<file path="src/rtl/systolic_result_drain_pkg.sv">
// Shared types for the systolic result drain: drain FSM states, the width of
// the matrix-dimension field, and the helper that resolves the active
// dimension requested by the controller.
package systolic_result_drain_pkg;

    // Width of the active-dimension field (the n port and its counters).
    localparam int N_W = 4;

    typedef enum logic [1:0] {
        IDLE = 2'd0,
        RUN  = 2'd1,
        DONE = 2'd2
    } drain_state_t;

    // A requested dimension of 0, or one larger than the array, means "full array".
    function automatic logic [N_W-1:0] effective_n(input logic [N_W-1:0] n_req,
                                                   input logic [N_W-1:0] n_max);
        return ((n_req == '0) || (n_req > n_max)) ? n_max : n_req;
    endfunction

endpackage

</file>
<file path="src/rtl/systolic_result_drain_result_row_fifo.sv">
// Aligned-row FIFO for the result drain. Holds whole N-lane rows, exposes the
// head row and the row behind it (so the writer can roll straight into the
// next row), and allows push and pop on the same edge even when full.
module result_row_fifo
    import systolic_result_drain_pkg::*;
#(
    parameter int N     = 4,
    parameter int WIDTH = 16,
    parameter int DEPTH = 4
) (
    input  logic                          clk,
    input  logic                          rst,
    input  logic                          clear,
    input  logic                          push,
    input  logic                          pop,
    input  logic [N-1:0][WIDTH-1:0]       push_row,
    output logic [N-1:0][WIDTH-1:0]       head_row,
    output logic [N-1:0][WIDTH-1:0]       next_row,
    output logic                          full,
    output logic                          empty,
    output logic [$clog2(DEPTH):0]        count
);

    localparam int AW    = $clog2(DEPTH);
    localparam int CNT_W = AW + 1;

    logic [AW-1:0]             wr_ptr_q, wr_ptr_d;
    logic [AW-1:0]             rd_ptr_q, rd_ptr_d;
    logic [CNT_W-1:0]          count_q, count_d;
    logic [AW-1:0]             rd_next_ptr;
    logic                      push_ok;
    logic                      pop_ok;
    logic [N-1:0][WIDTH-1:0]   mem_q [DEPTH];

    assign full        = (count_q == CNT_W'(DEPTH));
    assign empty       = (count_q == '0);
    assign count       = count_q;
    assign push_ok     = push && !clear && (!full || pop);
    assign pop_ok      = pop && !clear && !empty;
    assign rd_next_ptr = rd_ptr_q + AW'(1);
    assign head_row    = mem_q[rd_ptr_q];
    assign next_row    = mem_q[rd_next_ptr];

    // Pointer and occupancy update; a clear empties the FIFO in one edge.
    always_comb begin
        // NOTE: every signal assigned here gets a default first, so no path can leave it unassigned and infer a latch.
        wr_ptr_d = wr_ptr_q;
        rd_ptr_d = rd_ptr_q;
        count_d  = count_q;
        if (clear) begin
            wr_ptr_d = '0;
            rd_ptr_d = '0;
            count_d  = '0;
        end else begin
            if (push_ok) begin
                wr_ptr_d = wr_ptr_q + AW'(1);
            end
            if (pop_ok) begin
                rd_ptr_d = rd_ptr_q + AW'(1);
            end
            case ({push_ok, pop_ok})
                2'b10:   count_d = count_q + CNT_W'(1);
                2'b01:   count_d = count_q - CNT_W'(1);
                default: count_d = count_q;
            endcase
        end
    end

    // Pointer registers.
    always_ff @(posedge clk or negedge rst) begin
        if (!rst) begin
            // NOTE: sequential state uses non-blocking assignments so every flop samples pre-edge values.
            wr_ptr_q <= '0;
            rd_ptr_q <= '0;
            count_q  <= '0;
        end else begin
            wr_ptr_q <= wr_ptr_d;
            rd_ptr_q <= rd_ptr_d;
            count_q  <= count_d;
        end
    end

    // Row storage.
    // NOTE: the storage array is deliberately not reset; emptiness is defined by the pointers alone.
    always_ff @(posedge clk) begin
        if (push_ok) begin
            mem_q[wr_ptr_q] <= push_row;
        end
    end

endmodule

</file>
<file path="src/rtl/systolic_result_drain.sv">
// Systolic result drain: deskews the diagonal PE-matrix column outputs into
// aligned rows, queues them in a small row FIFO and serialises the active
// n x n block into single-element memory writes from the latched C base.
// Optional build macro DRAIN_RELU_EN clamps negative elements to zero at the
// write register; addressing and timing are the same either way.
module systolic_result_drain
    import systolic_result_drain_pkg::*;
#(
    parameter int N          = 4,
    parameter int WIDTH      = 16,
    parameter int ADDR_W     = 12,
    parameter int FIFO_DEPTH = 4
) (
    input  logic                        clk,
    input  logic                        rst,
    input  logic                        start,
    input  logic [ADDR_W-1:0]           base_addr,
    input  logic [N_W-1:0]              n,
    input  logic [N-1:0][WIDTH-1:0]     result_col,
    input  logic                        result_valid,
    input  logic                        mem_ready,
    output logic                        mem_write,
    output logic signed [WIDTH-1:0]     mem_data_write,
    output logic [ADDR_W-1:0]           mem_addr,
    output logic                        busy,
    output logic                        done,
    output logic                        overflow
);

    localparam int             LANE_W = (N > 1) ? $clog2(N) : 1;
    localparam int             CNT_W  = $clog2(FIFO_DEPTH) + 1;
    localparam logic [N_W-1:0] N_MAX  = N_W'(N);

    drain_state_t              state_q, state_d;
    logic [ADDR_W-1:0]         addr_ptr_q, addr_ptr_d;
    logic [N_W-1:0]            n_eff_q, n_eff_d;
    logic [N_W-1:0]            col_q, col_d;
    logic [N_W-1:0]            row_q, row_d;
    logic [N_W-1:0]            rows_in_q, rows_in_d;
    logic                      mem_write_q, mem_write_d;
    logic [WIDTH-1:0]          data_q, data_d;
    logic [ADDR_W-1:0]         addr_q, addr_d;
    logic                      busy_q, busy_d;
    logic                      done_q, done_d;
    logic                      overflow_q, overflow_d;

    logic [N-2:0]              vld_q, vld_d;
    logic                      valid_in;
    logic                      aligned_valid;
    logic [N-1:0][WIDTH-1:0]   aligned_row;

    logic                      fifo_clear;
    logic                      fifo_push;
    logic                      fifo_pop;
    logic                      fifo_full;
    logic                      fifo_empty;
    logic [CNT_W-1:0]          fifo_count;
    logic [N-1:0][WIDTH-1:0]   head_row;
    logic [N-1:0][WIDTH-1:0]   next_row;

    logic                      fire;
    logic [N_W-1:0]            last_idx;
    logic [N_W-1:0]            col_next;
    logic [ADDR_W-1:0]         addr_next;

    // Element transform applied on the way into the write data register.
    function automatic logic [WIDTH-1:0] drain_elem(input logic [WIDTH-1:0] x);
`ifdef DRAIN_RELU_EN
        return x[WIDTH-1] ? '0 : x;
`else
        return x;
`endif
    endfunction

    // Rows that start outside a running job never enter the deskew pipeline.
    assign valid_in      = result_valid && (state_q == RUN);
    assign aligned_valid = vld_q[N-2];

    // Lane N-1 arrives last, so it joins the aligned row straight from the input.
    assign aligned_row[N-1] = result_col[N-1];

    for (genvar i = 0; i < N - 1; i++) begin : g_skew
        localparam int STAGES = N - 1 - i;
        logic [STAGES-1:0][WIDTH-1:0] stg_q, stg_d;

        // Shift lane i through its N-1-i delay stages.
        always_comb begin
            stg_d[0] = result_col[i];
            for (int s = 1; s < STAGES; s++) begin
                stg_d[s] = stg_q[s-1];
            end
        end

        // Lane i delay registers.
        always_ff @(posedge clk or negedge rst) begin
            if (!rst) begin
                stg_q <= '0;
            end else begin
                stg_q <= stg_d;
            end
        end

        assign aligned_row[i] = stg_q[STAGES-1];
    end

    // Delay the lane-0 valid by N-1 stages so it lines up with the full row.
    always_comb begin
        vld_d[0] = valid_in;
        for (int s = 1; s < N - 1; s++) begin
            vld_d[s] = vld_q[s-1];
        end
    end

    // Valid delay registers.
    always_ff @(posedge clk or negedge rst) begin
        if (!rst) begin
            vld_q <= '0;
        end else begin
            vld_q <= vld_d;
        end
    end

    result_row_fifo #(
        .N     (N),
        .WIDTH (WIDTH),
        .DEPTH (FIFO_DEPTH)
    ) u_fifo (
        .clk      (clk),
        .rst      (rst),
        .clear    (fifo_clear),
        .push     (fifo_push),
        .pop      (fifo_pop),
        .push_row (aligned_row),
        .head_row (head_row),
        .next_row (next_row),
        .full     (fifo_full),
        .empty    (fifo_empty),
        .count    (fifo_count)
    );

    assign fire      = mem_write_q && mem_ready;
    assign last_idx  = n_eff_q - N_W'(1);
    assign col_next  = col_q + N_W'(1);
    assign addr_next = addr_ptr_q + ADDR_W'(1);

    // Drain FSM: job start, element sequencing, row acceptance and overflow.
    always_comb begin
        state_d     = state_q;
        addr_ptr_d  = addr_ptr_q;
        n_eff_d     = n_eff_q;
        col_d       = col_q;
        row_d       = row_q;
        rows_in_d   = rows_in_q;
        mem_write_d = mem_write_q;
        data_d      = data_q;
        addr_d      = addr_q;
        overflow_d  = overflow_q;
        fifo_clear  = 1'b0;
        fifo_push   = 1'b0;
        fifo_pop    = 1'b0;

        case (state_q)
            IDLE: begin
                if (start) begin
                    addr_ptr_d = base_addr;
                    n_eff_d    = effective_n(n, N_MAX);
                    col_d      = '0;
                    row_d      = '0;
                    rows_in_d  = '0;
                    overflow_d = 1'b0;
                    fifo_clear = 1'b1;
                    state_d    = RUN;
                end
            end

            RUN: begin
                if (fire) begin
                    addr_ptr_d = addr_next;
                    if (col_q == last_idx) begin
                        // Row finished: retire it and roll into the next one if it is already queued.
                        fifo_pop = 1'b1;
                        col_d    = '0;
                        if (row_q == last_idx) begin
                            mem_write_d = 1'b0;
                            state_d     = DONE;
                        end else begin
                            row_d = row_q + N_W'(1);
                            if (fifo_count >= CNT_W'(2)) begin
                                mem_write_d = 1'b1;
                                data_d      = drain_elem(next_row[0]);
                                addr_d      = addr_next;
                            end else begin
                                mem_write_d = 1'b0;
                            end
                        end
                    end else begin
                        col_d       = col_next;
                        mem_write_d = 1'b1;
                        data_d      = drain_elem(head_row[col_next[LANE_W-1:0]]);
                        addr_d      = addr_next;
                    end
                end else if (!mem_write_q && !fifo_empty) begin
                    mem_write_d = 1'b1;
                    data_d      = drain_elem(head_row[col_q[LANE_W-1:0]]);
                    addr_d      = addr_ptr_q;
                end

                // A row meeting a full FIFO is flagged even if it would have been surplus;
                // otherwise only the first n_eff rows of the job are kept.
                if (aligned_valid) begin
                    if (fifo_full && !fifo_pop) begin
                        overflow_d = 1'b1;
                    end else if (rows_in_q < n_eff_q) begin
                        fifo_push = 1'b1;
                        rows_in_d = rows_in_q + N_W'(1);
                    end
                end
            end

            DONE: begin
                mem_write_d = 1'b0;
                state_d     = IDLE;
            end

            default: begin
                mem_write_d = 1'b0;
                state_d     = IDLE;
            end
        endcase

        busy_d = (state_d == RUN);
        done_d = (state_d == DONE);
    end

    // Drain FSM and write-port registers.
    always_ff @(posedge clk or negedge rst) begin
        if (!rst) begin
            state_q     <= IDLE;
            addr_ptr_q  <= '0;
            n_eff_q     <= '0;
            col_q       <= '0;
            row_q       <= '0;
            rows_in_q   <= '0;
            mem_write_q <= 1'b0;
            data_q      <= '0;
            addr_q      <= '0;
            busy_q      <= 1'b0;
            done_q      <= 1'b0;
            overflow_q  <= 1'b0;
        end else begin
            state_q     <= state_d;
            addr_ptr_q  <= addr_ptr_d;
            n_eff_q     <= n_eff_d;
            col_q       <= col_d;
            row_q       <= row_d;
            rows_in_q   <= rows_in_d;
            mem_write_q <= mem_write_d;
            data_q      <= data_d;
            addr_q      <= addr_d;
            busy_q      <= busy_d;
            done_q      <= done_d;
            overflow_q  <= overflow_d;
        end
    end

    assign mem_write      = mem_write_q;
    assign mem_data_write = data_q;
    assign mem_addr       = addr_q;
    assign busy           = busy_q;
    assign done           = done_q;
    assign overflow       = overflow_q;

endmodule
</file>
<file path="config.mk">
export PLATFORM = sky130hd
export DESIGN_NAME = systolic_result_drain
export DESIGN_NICKNAME = d
export VERILOG_FILES = /design/src/rtl/systolic_result_drain_pkg.sv /design/src/rtl/systolic_result_drain_result_row_fifo.sv /design/src/rtl/systolic_result_drain.sv
export SDC_FILE = /design/constraint.sdc
export NUM_CORES = 1
export LEC_CHECK = 0
export ABC_AREA = 1
export CORE_MARGIN = 1
export CORE_UTILIZATION = 44
export CTS_CLUSTER_DIAMETER = 200
export DETAILED_ROUTE_END_ITERATION = 12
export GPL_TIMING_DRIVEN = 0
export PLACE_DENSITY = 0.59
export SLEW_MARGIN = 20
export SYNTH_ARGS = -nofsm -noshare
export SYNTH_HDL_FRONTEND = slang
export SYNTH_HIERARCHICAL = 1
export SYNTH_SLANG_ARGS = --single-unit
</file>
<file path="constraint.sdc">
create_clock -name clk -period 10.3 [get_ports clk]
set_clock_uncertainty 0.2 [all_clocks]
set_input_delay 2.06 -clock clk [delete_from_list [all_inputs] [get_ports clk]]
set_output_delay 2.06 -clock clk [all_outputs]
set_load 0.05 [all_outputs]
</file>
Word level (Yosys, flattened, before mapping)
Memory sizes are Yosys's and may differ from the RTL's.
Index checks and enable logic that the tools add are counted.

storage, ports and cells
  RAM bits = 256
  register bits after elaboration = 168
  memories kept = 1
  output and inout bits = 32

memory list
  memory        depth  bits a word  read ports  clocked after Yosys merged registers in  write ports  line                                         source
  u_fifo.mem_q  4      64           2           0                                        1            systolic_result_drain_result_row_fifo.sv:33  logic [N-1:0][WIDTH-1:0] mem_q [DEPTH];

cells by class
  order comparisons = 5
  equality and inequality tests = 19
  add/sub/neg operators = 9
  reduce and logical (&&, ||, !) cells = 30
  mux-type cells = 63
  bitwise gates (word level) = 1

operators with widths
  kind                                                         number
  two-way mux 16 bit                                           7
  two-way mux 12 bit                                           7
  binary-select mux 16 bit (select 2 bit)                      2
  two-way mux 4 bit                                            10
  one-hot mux 12 bit (2 select lines)                          1
  one-hot mux 4 bit (2 select lines)                           3
  two-way mux 1 bit                                            20
  two-way mux 2 bit                                            8
  adder 12 x 1 -> 12 bit (second input constant)               1
  adder 4 x 1 -> 4 bit (second input constant)                 3
  inequality test 2 bit (second input constant)                5
  AND reduction 5 bit                                          2
  == test 4 bit                                                2
  logical AND 1 bit                                            8
  AND reduction 4 bit                                          2
  nonzero test 2 bit                                           4
  == test 2 x 1 -> 1 bit (second input constant)               3
  less-than comparator 2 x 3 -> 1 bit (second input constant)  2
  inequality test 2 x 1 -> 1 bit (second input constant)       3
  inequality test 3 x 2 -> 1 bit (second input constant)       2
  one-hot mux 3 bit (2 select lines)                           1
  zero test 1 bit                                              5
  adder 2 x 1 -> 2 bit (second input constant)                 2
  == test 2 bit (second input constant)                        2
  19 further kinds                                             22

Depth between registers and ports, before layout
  depth after elaboration = 15
  depth in mapped cells = 20
  mapped depth without buffers = 20

Cells and area by module
Netlist, hierarchy kept.

modules (own cells, without submodules)
  module                 instances  cells each  area each (um^2)
  result_row_fifo        1          998         11897.7
  systolic_result_drain  1          865         7259.5

Worst setup path after synthesis
OpenSTA, ideal clock, no wires.

  path kind = input to register
  start = input port mem_ready
  end = memory u_fifo/mem_q[0][0] in the netlist's numbering, enable pin
  arrival time = 5782 ps
  library setup time = 487 ps
  data required time = 9613 ps
  path buffers = 0
  stages on the path = 8
  slack = 3831 ps
  cells stage by stage = nand2_1 > clkinv_1 > nand3_4 > a211oi_1 > inv_1 > nor2_1 > nand2_1 > nor2_1

between the ends
  longest elaborated chain between the ends = 12
  elaborated cells between the ends (all ways) = 14

ends and longest elaborated chain
  what                                     line                                         source
  from (decl)                              systolic_result_drain.sv:21                  input logic mem_ready,
  logical AND 1 bit                        systolic_result_drain.sv:141                 assign fire = mem_write_q && mem_ready;
  two-way mux 1 bit                        systolic_result_drain.sv:177                 if (fire) begin
  two-way mux 1 bit                        systolic_result_drain.sv:162                 case (state_q)
  zero test 1 bit                          systolic_result_drain.sv:211                 if (fifo_full && !fifo_pop) begin
  logical AND 1 bit                        systolic_result_drain.sv:211
  two-way mux 1 bit                        systolic_result_drain.sv:211
  two-way mux 1 bit                        systolic_result_drain.sv:210                 if (aligned_valid) begin
  two-way mux 1 bit                        systolic_result_drain.sv:162
  net fifo_push                            systolic_result_drain.sv:53                  logic fifo_push;
  logical AND 1 bit (2 in series)          systolic_result_drain_result_row_fifo.sv:38  assign push_ok = push && !clear && (!full || pop);
  two-way mux 1 bit                        systolic_result_drain_result_row_fifo.sv:86  if (push_ok) begin
  two-way mux 1 bit (implied by the code)  systolic_result_drain_result_row_fifo.sv:87  mem_q[wr_ptr_q] <= push_row;
  to (decl)                                systolic_result_drain_result_row_fifo.sv:33

The timed path passes the listed nets, and every way through them passes these cells. The select of a mux whose other input is x is not followed.

Final worst setup path
  start = input port mem_ready
  end = memory u_fifo/mem_q[0][6] in the netlist's numbering, enable pin

The elaborated chain is that of the path after synthesis.

==> metrics.txt <==
H-Tree Depth=2; synth warn=6; GRT overflow=0; Worst Setup Start Kind=primary input; vias in the first global route=around 12,000; Final Hold Vio Count=0; violated checks=design-rule violations; Placer Congestion=0.934; port buffer count=~120; Avg Inst Size Synth=around 11 sq um; critical setup path kind=primary input to register; First-pass DRT Iterations=9; crit path launch=mem_ready; Rel. slew slack=0.552; Num CTS Buffers=45; core area=slightly below 40,000 sq um; HP Class=register to register; antenna cells=0; DR DRC count=2; fmax=199 MHz; Tmin final=a little over 5 ns; Clock Tree Buf Depth=3; VDD IR max=140 uV; outcome=complete, but fails checks; hold_ws=0.143 ns; Final Max Tran Viols=0; die area=41,100 sq um; CTS tree=yes; Root Buffer=clkbuf_16; clk sink count=424; Setup WS post-layout=approximately 5.3 ns; Critical Path Fanout Max=20; Die Width=203 um; antenna violations before repair=0; Site Rows=73; total power=7.23 mW; pre-CTS setup slack=~4.7 ns; Nets=about 1,900; post-cts resize count=0; DR WL/cell=19.8 um; Final ANT Viol Nets=0; worst-margin pin slew=roughly 0.67 ns; Register-to-Register Path Depth=15; leak pwr=8.52 nW; PwrDens=336 nW/um^2; synthesized instance count=1,639; largest net degree at the start of global routing=92; Reg-to-Reg End=u_fifo/mem_q[0][6]; share of cells above drive strength 1=0.0837; GRT Resource Usage Total=0.236; dpl hpwl=33,300 um; RR Startpoint=n_eff_q[0]; worst reg2reg setup slack=6.29 ns; number of I/O pins=117; CTS clk-pin slew, worst paths=0.06 ns; Period Utilization, post-route=0.489; die height=between 200 and 250 um; setup tns final=0 ns; clk_lat worst skew=about 0.57 ns; syn nets=1,737; CTS Hold Bufs=0; Initial Utilization=0.446; Critical Path RT=10.36 ns; CP Capture Point=u_fifo/mem_q[0][6]; post-CTS setup buffer count=0; Setup violations, final=0; max cap viols=0; vias per inst=5.35; Vias=12,700; Setup crit end kind=register; synthesized area=about 18,000 sq um; worst endpoint data arrival time=between 5 and 6 ns; P&R area growth vs syn=21.5%; final wirelength=47,100 um; unrepaired setup endpoints after global routing=no; drt first-iter violations=1,040; first-pass GRT wire length=around 73,000 um
where the power goes:
group	leakage (nW)	switching (mW)	internal [mW]	total, mW
sequential	4.34	0.166	2.19	2.36
clock	0.804	0.657	1.11	1.77
combinational	3.37	2.15	0.944	3.10
per-stage QoR:
| stage | utilization | area (sq um) | std cells |
|---|---|---|---|
| after floorplan | - | 17700 | 1639 |
| after global placement | 0.492 | 19500 | 2280 |
| after detailed placement | 0.500 | 19900 | 2293 |
| after CTS | 0.542 | 21500 | 2376 |
| after global routing | 0.542 | 21500 | 2376 |
| final | 0.542 | 21500 | 2376 |
flip-flops by register name (all words and copies together) (netlist names), 2 cells and up:
register,count
u_fifo/mem_q,256
u_fifo/count,3
g_skew.stg_q,16
g_skew.stg_d,48
addr_ptr_q,12
vld_q,3
u_fifo/rd_ptr_q,2
mem_data_write,16
row_q,4
state_q,2
mem_addr,12
col_q,4
n_eff_q,4
u_fifo/wr_ptr_q,2
rows_in_q,4
aligned_row,32
worst min path at each step:
| stage | cells past startpoint | slack, ns | startpoint | to |
|---|---|---|---|---|
| after global routing | 0 | 0.15 | g_skew[0].stg_d[44] | aligned_row[12] |
| final | 0 | 0.14 | g_skew[0].stg_d[41] | aligned_row[9] |
| after global placement | 0 | 0.13 | g_skew[1].stg_d[29] | aligned_row[29] |
| after detailed placement | 0 | 0.13 | g_skew[0].stg_d[42] | aligned_row[10] |
| after CTS | 0 | 0.15 | g_skew[0].stg_d[43] | aligned_row[11] |
| after floorplan | 0 | 0.13 | g_skew[0].stg_d[32] | aligned_row[0] |
layer usage:
| metal | global-route usage | part of all wire |
|---|---|---|
| met1 | 0.327 | 0.44 |
| met5 | 0 | 0 |
| met4 | 0.0964 | 0.036 |
| met3 | 0.0339 | 0.055 |
| met2 | 0.375 | 0.47 |
worst max-delay path, stage by stage:
cell and delay [ns]:
clkdlybuf4s50_1 0.45, nand2_1 0.19, clkinv_1 0.25, nand3_4 0.16, a211oi_1 0.24, inv_1 0.10, nor2_1 0.17, nand2_1 0.32
nor2_4 0.49, buf_16 0.23, buf_12 0.20, buf_16 0.19
layout by cell type (no fill, tap or decap), types with 8 or more instances in the layout:
cell and n:
nand2_1 256, edfxtp_1 256, o21ai_0 255, nor2_1 190, dfrtp_1 168, clkdlybuf4s50_1 115, inv_1 107, nand3_1 81
o22ai_1 71, clkbuf_1 68, a21oi_1 49, clkbuf_16 47, buf_2 23, mux2i_1 16, ha_1 12, xor2_1 10
bufinv_16 10, o211ai_2 10, buf_12 9, nand4_1 8, o211ai_1 8
cell type report:
| class | instances | area [sq um] |
|---|---|---|
| Fill cell | 3508 | 18200 |
| Clock inverter | 25 | 414 |
| Multi-Input combinational cell | 1001 | 4960 |
| Clock buffer | 58 | 1250 |
| Sequential cell | 424 | 11900 |
| Buffer | 99 | 468 |
| Timing Repair Buffer | 129 | 1460 |
| Inverter | 115 | 432 |
| Tap cell | 525 | 657 |
(Power assumes the default switching activity.)
